[config.mk]
export PLATFORM = sky130hd
export DESIGN_NAME = serial_adder
export DESIGN_NICKNAME = d
export VERILOG_FILES = /design/src/rtl/serial_adder.sv
export SDC_FILE = /design/constraint.sdc
export NUM_CORES = 1
export LEC_CHECK = 0
export CAP_MARGIN = 20
export CELL_PAD_IN_SITES_DETAIL_PLACEMENT = 1
export CELL_PAD_IN_SITES_GLOBAL_PLACEMENT = 1
export CORE_ASPECT_RATIO = 1.5
export CORE_MARGIN = 2
export CORE_UTILIZATION = 33
export DETAILED_ROUTE_END_ITERATION = 10
export PLACE_DENSITY_LB_ADDON = 0.1
export SLEW_MARGIN = 0
export SYNTH_ARGS = -nofsm -noshare
export SYNTH_HDL_FRONTEND = slang
export SYNTH_HIERARCHICAL = 1
export SYNTH_SLANG_ARGS = --single-unit
[constraint.sdc]
create_clock -name clk -period 1.2 [get_ports clk]
set_clock_uncertainty 0.05 [all_clocks]
set_input_delay 0.24 -clock clk [delete_from_list [all_inputs] [get_ports clk]]
set_output_delay 0.24 -clock clk [all_outputs]
set_load 0.01 [all_outputs]
[src/rtl/serial_adder.sv]
// Bit-serial adder: one full-adder slice (two half adders plus an OR) is
// reused once per clock, LSB first. A carry flip-flop links successive bits.
// The result registers update only on the completion edge.

module half_adder (
  input  logic a,
  input  logic b,
  output logic sum,
  output logic carry
);

  // Single-bit add without carry-in.
  always_comb begin
    sum   = a ^ b;
    carry = a & b;
  end

endmodule

module serial_adder #(
  parameter int unsigned WIDTH = 8
) (
  input  logic             clk,
  input  logic             rst,
  input  logic             start,
  input  logic [WIDTH-1:0] a,
  input  logic [WIDTH-1:0] b,
  input  logic             cin,
  output logic             busy,
  output logic             done,
  output logic [WIDTH-1:0] sum,
  output logic             cout
);

  localparam int unsigned CW = (WIDTH > 2) ? $clog2(WIDTH) : 1;
  localparam logic [CW-1:0] LAST = CW'(WIDTH - 1);

  typedef enum logic [1:0] {
    IDLE = 2'd0,
    RUN  = 2'd1,
    DONE = 2'd2
  } state_t;

  state_t           state;
  logic [WIDTH-1:0] a_sr;
  logic [WIDTH-1:0] b_sr;
  logic [WIDTH-1:0] psum;
  logic             carry;
  logic [CW-1:0]    cnt;

  logic             ha0_s;
  logic             ha0_c;
  logic             fa_s;
  logic             ha1_c;
  logic             fa_c;

  half_adder u_ha0 (
    .a     (a_sr[0]),
    .b     (b_sr[0]),
    .sum   (ha0_s),
    .carry (ha0_c)
  );

  half_adder u_ha1 (
    .a     (ha0_s),
    .b     (carry),
    .sum   (fa_s),
    .carry (ha1_c)
  );

  // Full-adder carry: the two half-adder carries can never both be set.
  always_comb begin
    fa_c = ha0_c | ha1_c;
  end

  // Control FSM and datapath; all outputs are registered here.
  always_ff @(posedge clk) begin
    if (rst) begin
      state <= IDLE;
      busy  <= 1'b0;
      done  <= 1'b0;
      sum   <= '0;
      cout  <= 1'b0;
      carry <= 1'b0;
      cnt   <= '0;
      a_sr  <= '0;
      b_sr  <= '0;
      psum  <= '0;
    end else begin
      case (state)
        IDLE, DONE: begin
          done <= 1'b0;
          if (start) begin
            a_sr  <= a;
            b_sr  <= b;
            carry <= cin;
            cnt   <= '0;
            busy  <= 1'b1;
            state <= RUN;
          end else begin
            busy  <= 1'b0;
            state <= IDLE;
          end
        end
        RUN: begin
          a_sr  <= {1'b0, a_sr[WIDTH-1:1]};
          b_sr  <= {1'b0, b_sr[WIDTH-1:1]};
          psum  <= {fa_s, psum[WIDTH-1:1]};
          carry <= fa_c;
          cnt   <= cnt + 1'b1;
          if (cnt == LAST) begin
            // Final bit enters straight into sum so the partial value never shows.
            sum   <= {fa_s, psum[WIDTH-1:1]};
            cout  <= fa_c;
            busy  <= 1'b0;
            done  <= 1'b1;
            state <= DONE;
          end
        end
        default: begin
          busy  <= 1'b0;
          done  <= 1'b0;
          state <= IDLE;
        end
      endcase
    end
  end

endmodule

# == Word-level counts from Yosys, hierarchy flattened ==
# Index checks and enable logic that the tools add are counted.
# totals
word_cells,42
output_inout_bits,11
reg_bits,41
inputBits,20
# classes
mux,14
n_reduce_logical,6
n_bitwise,6
addsub,1
n_eq_ne,5
# op_table
operator,count
8-bit case mux with 2 select lines,2
8-bit 2-to-1 mux,2
3-bit case mux with 2 select lines,1
1-bit 2-to-1 mux,4
"2-bit inequality test, second input constant",2
1-bit case mux with 2 select lines,2
2-bit case mux with 2 select lines,1
2-bit AND reduction,2
2-bit OR reduction,2
"3-bit by 1-bit adder with 3-bit output, second input constant",1
"3-bit equality test, second input constant",1
3-bit 2-to-1 mux,1
1-bit bitwise AND,2
"2-bit by 1-bit equality test with 1-bit output, second input constant",1
"2-bit equality test, second input constant",1
2-bit zero test,1
2-bit 2-to-1 mux,1
2-bit nonzero test,1
1-bit bitwise XOR,2
1-bit inverter,1
1-bit OR,1

# == Longest topological paths before layout ==
# Gate-level depths: netlist (run 1).
# logic_depth
ltp_word,4
mapped_depth,5
ltp_nobuf,5

# == Modules after synthesis ==
# The synthesis (run 1) kept the hierarchy.
# by_module_without_submodules
mod,area_each_um2,n_inst,seq_area_each_um2,cells_each
serial_adder,1569.0,1,800.8,193
half_adder,12.5,2,0.0,1

# == Least setup slack after synthesis (run 1) ==
# Ideal clock, no wire load.
# synth_timing
path_kind,register to register
start,register cnt[0]
end,register cout
path_buffers,1
stages_incl_launch_ff,6
path_slack_ps,-76
synth_period_minus_slack_ps,1276
arrival_time_ps,1148
required_time_ps,1072
setup_ps,78
cell_sequence,dfxtp_1 ha_1 ha_1 clkbuf_1 a21oi_1 nor3_1
# synth_via
elab_chain_cells,2
# synth_lines
element,line,rtl
start: declaration,49,logic [CW-1:0] cnt;
start signal: assignment,110,cnt <= cnt + 1'b1;
3-bit equality test,111,if (cnt == LAST) begin
2-bit AND reduction (no line),-,
end signal: assignment,83,cout <= 1'b0;
end signal: assignment,114,cout <= fa_c;
end: declaration,32,output logic cout
# No other way between the ends.
# A chain may end at the register's enable or synchronous reset.

# == Worst setup path after layout (run 1) ==
# layout_timing
start,register state[0]
end,register a_sr[0]
# layout_via
elab_chain_cells,4
elab_cells_between_ends,8
cone_classes,eq/ne: 3; mux: 1; reduce/logical: 4
# layout_lines
element,line,rtl
start: declaration,44,state_t state;
start signal: assignment,79,state <= IDLE;
start signal: assignment,99,state <= RUN;
start signal: assignment,102,state <= IDLE;
2-bit equality test / 2-bit zero test (equally long branches),90,case (state)
2-bit OR reduction,90,
2-bit inequality test (no line) / 2-bit nonzero test (equally long branches),-,
2-bit AND reduction (no line),-,
end signal: assignment,106,"a_sr <= {1'b0, a_sr[WIDTH-1:1]};"
end: declaration,45,logic [WIDTH-1:0] a_sr;
# Several ways; a longest one is shown, not always the timed one.

==> metrics.md, run 1 <==
| Metric | Value |
|---|---|
| Outcome | `complete, but fails checks` |
| Failing checks | `setup timing` |
| CTS Sinks | `40` |
| Yosys cell types | `20` |
| Worst Tran Pin Value | `around 240 ps` |
| Worst hold start | `sum[5]` |
| Synthesis Warnings | `6` |
| Crit Path Max Fanout | `8` |
| Clock power frac | `30.8%` |
| Drt first-iter violations | `30` |
| Switching share of power | `28.3%` |
| Max transition margin | `84.2%` |
| Post-synth top area share | `50.2%` |
| Hold WC Path Type | `register to register` |
| Num rows | `31` |
| R2r setup slk | `-130 ps` |
| GP Congestion | `0.735` |
| Synthesized net count | `219` |
| Initial Utilization | `~34%` |
| Skew-Pair Late Insertion Delay | `300 ps` |
| Vias in the first global route | `roughly 1700` |
| Register area share after synthesis | `50.2%` |
| Crit path from | `state[0]` |
| Hold slack | `409 ps` |
| Overall Power | `between 3 and 4 mW` |
| Pin count of the biggest net entering global routing | `31` |
| Root buffer cell | `clkbuf_8` |
| # DRC | `0` |
| Internal power | `2.24 mW` |
| CTS Buf Count | `5` |
| Worst setup EP type | `register` |
| Placed cells | `287` |
| WL final | `5.77 mm` |
| Fin crit share | `111%` |
| Ant. Diodes | `0` |
| Final setup violation count | `38` |
| Core area | `approximately 0.0047 mm²` |
| Post-synthesis sequential element count | `40` |
| Clk buf depth | `2` |
| DIE AREA | `0.00541 mm²` |
| Layout cells sized above 1 | `44.0%` |
| Max Cap Viol | `0` |
| Reg-to-Reg Start | `state[0]` |
| Most frequent cells in the layout | `nand2_1 (46), dfxtp_1 (35), clkdlybuf4s50_1 (18), buf_6 (15), a311oi_2 (12)` |
| Final worst setup slack | `-132 ps` |
| Non-Filler Instances | `between 300 and 400` |
| Antenna-violating nets left | `0` |
| Hold-fix buffer count after cts | `0` |
| GR Overflow Total | `0` |
| Final min period | `between 1000 and 1500 ps` |
| CTS tree | `built` |
| Max Clk Rate | `751 MHz` |
| Reg clk slew, reported paths | `about 80 ps` |
| Initial antenna violation count | `0` |
| DIE HEIGHT | `89.1 µm` |
| PortBufs | `30` |
| Vias per cell | `5.13` |
| Fillers | `541` |
| Crit Path Class | `register to register` |
| Avg Cell Area, Syn | `between 8 and 9 µm²` |
| First-pass GRT wire length | `around 8 mm` |
| IO Pins | `31` |
| GR Util All Layers | `20.9%` |
| DPL Wire Length | `around 2.7 mm` |
| Final slew viol count | `0` |
| DIE WIDTH | `60.7 µm` |
| Top cells by area, synth | `dfxtp_1 (50%), nand2_1 (13%), a311oi_1 (7.7%)` |
| Setup Slack @ Placement | `-454 ps` |
| H-tree levels | `2` |
| Router iterations before antenna repair | `4` |
| Post-Syn Area | `between 0.0015 and 0.002 mm²` |
| P&R area growth vs syn | `70.7%` |
| RSZ-0062 raised after global routing | `yes` |
| Arr. time, crit path | `1480 ps` |
| Total negative slack | `-2730 ps` |
| Vias | `1621` |
| Worst EP required | `1350 ps` |
| Logic pwr share | `between 20 and 25%` |
| Routed len/inst | `18.3 µm` |
| Leak | `1.04 nW` |
| Post-synth top area cell | `dfxtp_1` |
| Reg power frac | `46.3%` |
| Power Dens Cells | `1150 mW/mm²` |
| VDD IR-drop max | `0.000679 V` |
| Final hold violation count | `0` |
| Commonest non-fill, non-tap cell in the layout | `nand2_1` |
| Crit path launch type | `register` |
| Nets | `273` |
| Post-Syn Instances | `195` |
| Sw power | `885 µW` |
## power groups by stage
stage | clock network, mW | logic [mW] | registers, mW
floorplan | 0 | 0.211 | 1.45
global placement | 0 | 0.338 | 1.46
detailed placement | 0 | 0.351 | 1.46
CTS | 0.969 | 0.578 | 1.44
global route | 1.05 | 0.755 | 1.46
finish | 0.963 | 0.714 | 1.45
## layer usage
layer / track usage [%] / wire length [µm]
met4: 10.7 / 137
met1: 21.3 / 2080
met2: 39.1 / 3420
met3: 4.05 / 138
met5: 0 / 0
## final timing paths
path	cells after the start	endpoint
worst min register to register	2	sum[5]
worst max register to register	5	a_sr[0]
worst max-delay path	5	a_sr[0]
worst min-delay path	2	sum[5]
## cell families (layout without fill, tap and decap cells)
kind of cell | count (synthesis) | after routing | synth area share (%)
compound gates | 39 | 39 | 15.8
fa+ha+maj | 4 | 4 | 3.14
buf+inv | 16 | 69 | 5.42
flops | 40 | 40 | 50.2
simple gates | 96 | 98 | 25.4
## flip-flops by register name (all words and copies together), names as in the netlist
name   count
state      2
cout       1
b_sr       8
cnt        3
psum       7
sum        8
carry      1
a_sr       8
busy       1
done       1
## what timing repair did
item,in CTS,in global routing
cloned,8,2
setup endpoints to repair,43,51
pin swaps,18,22
resized for setup,59,68
setup buffers,8,4
## synth_stat cells
cell type  instances
buf_4              3
nand3b_1           2
and2b_1            1
nand2_1           55
o21a_1             1
o21ai_0            1
buf_2              6
dfxtp_1           40
nor2_1            17
nor2b_1            1
or2b_2             1
clkbuf_1           6
ha_1               4
nand3_1           14
a311oi_1          14
buf_6              1
a21oi_1           22
nand2b_1           2
nor3_1             3
a31oi_1            1
## critical path: stages (launching register included)
cell,delay (ps)
dfxtp_4,370
buf_6,110
nand2b_4,110
buf_12,160
buf_16,140
a311oi_2,300
## metrics by stage
| stage | cell area [µm²] | util (%) |
|---|---|---|
| 2_1_floorplan | 1620 | - |
| 3_3_place_gp | 2030 | 43.0 |
| 3_5_place_dp | 2030 | 43.0 |
| 4_1_cts | 2490 | 52.6 |
| 5_1_grt | 2720 | 57.5 |
| 6_report | 2720 | 57.5 |
## final cells by class
| type | instances | area (µm²) | share of cell area (%) |
|---|---|---|---|
| flip-flops and latches | 40 | 810 | 29.7 |
| repair buffers | 61 | 701 | 25.7 |
| clock inverters | 2 | 10.0 | 0.368 |
| well taps | 66 | 82.6 | 3.03 |
| multi-input cells | 141 | 1040 | 38.1 |
| clock buffers | 6 | 82.6 | 3.03 |
(Power assumes the default switching activity.)
==> run 2, diff against run 1 <==
Settings changed: CORE_UTILIZATION 33 to 40.
Clock period 1.2 ns to 1.6 ns, I/O delays scaled along.
==> metrics.md, run 2 (synthesis results as in run 1) <==
| Metric | Value |
|---|---|
| RSZ-0062 raised after global routing | `no` |
| Vias per cell | `5.42` |
| Non-Filler Cell Area, Final | `0.00205 mm²` |
| First-pass GRT wire length | `6.47 mm` |
| Max Cap Viol | `0` |
| Hold slack | `410 ps` |
| CTS Buf Count | `5` |
| Sw power | `482 µW` |
| Max Clk Rate | `650 MHz` |
| Core area | `between 0.003 and 0.004 mm²` |
| Arr. time, crit path | `~1200 ps` |
| GR Util All Layers | `17.9%` |
| Final setup violation count | `0` |
| Reg power frac | `53.8%` |
| Commonest non-fill, non-tap cell in the layout | `nand2_1` |
| Worst setup EP type | `primary output` |
| DIE WIDTH | `55.5 µm` |
| Switching share of power | `between 20% and 30%` |
| H-tree levels | `2` |
| Hold-fix buffer count after cts | `0` |
| Nets | `249` |
| Ant. Diodes | `0` |
| Outcome | `finished, final reports clean` |
| VDD IR-drop max | `around 0.00071 V` |
| CTS Sinks | `40` |
| Max transition margin | `roughly 74%` |
| GP Congestion | `0.705` |
| Clk buf depth | `2` |
| PortBufs | `30` |
| Reg clk slew, reported paths | `80 ps` |
| Critical path's top delay family | `buffers and inverters` |
| Worst Tran Pin Value | `slightly below 400 ps` |
| CP max stage cell | `clkdlybuf4s50_1` |
| Final worst setup slack | `between 60 and 70 ps` |
| Largest registers | `a_sr (8), b_sr (8), sum (8)` |
| DPL Wire Length | `2.64 mm` |
| Final min period | `1540 ps` |
| Crit path launch type | `register` |
| Vias in the first global route | `1490` |
| DIE HEIGHT | `81.3 µm` |
| Router iterations before antenna repair | `4` |
| Cells on worst reg2reg path | `3` |
| Placed Area | `0.00194 mm²` |
| P&R area growth vs syn | `28.4%` |
| Drt first-iter violations | `36` |
| Clock power frac | `approximately a third` |
| CP Depth | `1` |
| Worst EP required | `roughly 1200 ps` |
| Max incr delay on CP | `about 550 ps` |
| Crit Path Max Fanout | `2` |
| Layout cells sized above 1 | `7.08%` |
| CTS tree | `built` |
| IO Pins | `31` |
| Setup Slack @ Placement | `-132 ps` |
| Pin count of the biggest net entering global routing | `41` |
| Antenna-violating nets left | `0` |
| Hold WC Path Type | `register to register` |
| Internal power | `1.51 mW` |
| Crit path cell chain | `clkdlybuf4s50_1` |
| Logic pwr share | `12.5%` |
| WL final | `around 3.7 mm` |
| Power Dens Cells | `around 1000 mW/mm²` |
| Routed len/inst | `13.7 µm` |
| Vias | `1468` |
| Initial antenna violation count | `0` |
| Buf/Inv on CP | `1` |
| Skew-Pair Late Insertion Delay | `280 ps` |
| Crit Path Class | `register to primary output` |
| # DRC | `0` |
| Num rows | `28` |
| Most frequent cells in the layout | `nand2_1 (55), dfxtp_1 (40), clkdlybuf4s50_1 (30), a21oi_1 (22), nor2_1 (17)` |
| Initial Utilization | `41.0%` |
| DIE AREA | `0.00452 mm²` |
| Leak | `0.750 nW` |
| GR Overflow Total | `0` |
| Post-CTS Resized | `0` |
| Final slew viol count | `0` |
| Root buffer cell | `clkbuf_8` |
| Worst Hold Depth | `2` |
| Fin crit share | `96.1%` |
| Final hold violation count | `0` |
run 2: timing repair:
item,in CTS,in global routing
buffers inserted,2,0
endpoints found under the setup margin,1,0
hold endpoints to repair,0,0
run 2: per-stage QoR:
| step | cells | total power [mW] | TNS [ps] | utilization (%) |
|---|---|---|---|---|
| floorplan | 195 | 1.25 | 0 | - |
| finish | 271 | 2.00 | 0 | 52.6 |
| detailed placement | 261 | 1.35 | -1570 | 49.9 |
| global route | 271 | 2.11 | 0 | 52.6 |
| global placement | 261 | 1.33 | -535 | 49.9 |
| CTS | 271 | 2.02 | 0 | 52.6 |
run 2: area by class of cell:
cell class	instances	area, µm²
fill	473	1840
clock buffer	8	90.1
multi-input combinational	139	707
sequential	40	801
timing repair buffer	39	393
tap	45	56.3
run 2: final timing paths:
| check | start | end | slack (ps) |
|---|---|---|---|
| worst min-delay path | sum[2] | sum[2] | 410 |
| worst min register to register | sum[2] | sum[2] | 410 |
| worst max-delay path | done | done | 60 |
| worst max register to register | state[0] | a_sr[3] | 190 |
run 2: per-layer routing:
metal | track usage (%) | wire [µm]
met1 | 18.2 | 1500
met2 | 36.0 | 2060
met3 | 4.14 | 114
met4 | 4.63 | 25
met5 | 0 | 0
run 2: power groups by stage:
stage | sequential [mW] | clock [mW] | combinational (mW)
floorplan | 1.09 | 0 | 0.158
CTS | 1.07 | 0.696 | 0.255
detailed placement | 1.10 | 0 | 0.253
finish | 1.07 | 0.673 | 0.249
global route | 1.08 | 0.747 | 0.279
global placement | 1.09 | 0 | 0.239
run 2: worst register-to-register path, stage by stage, from the launching register on:
cell and delay, ps:
dfxtp_1 450, or2b_2 410, nand2_1 120, a311oi_1 280
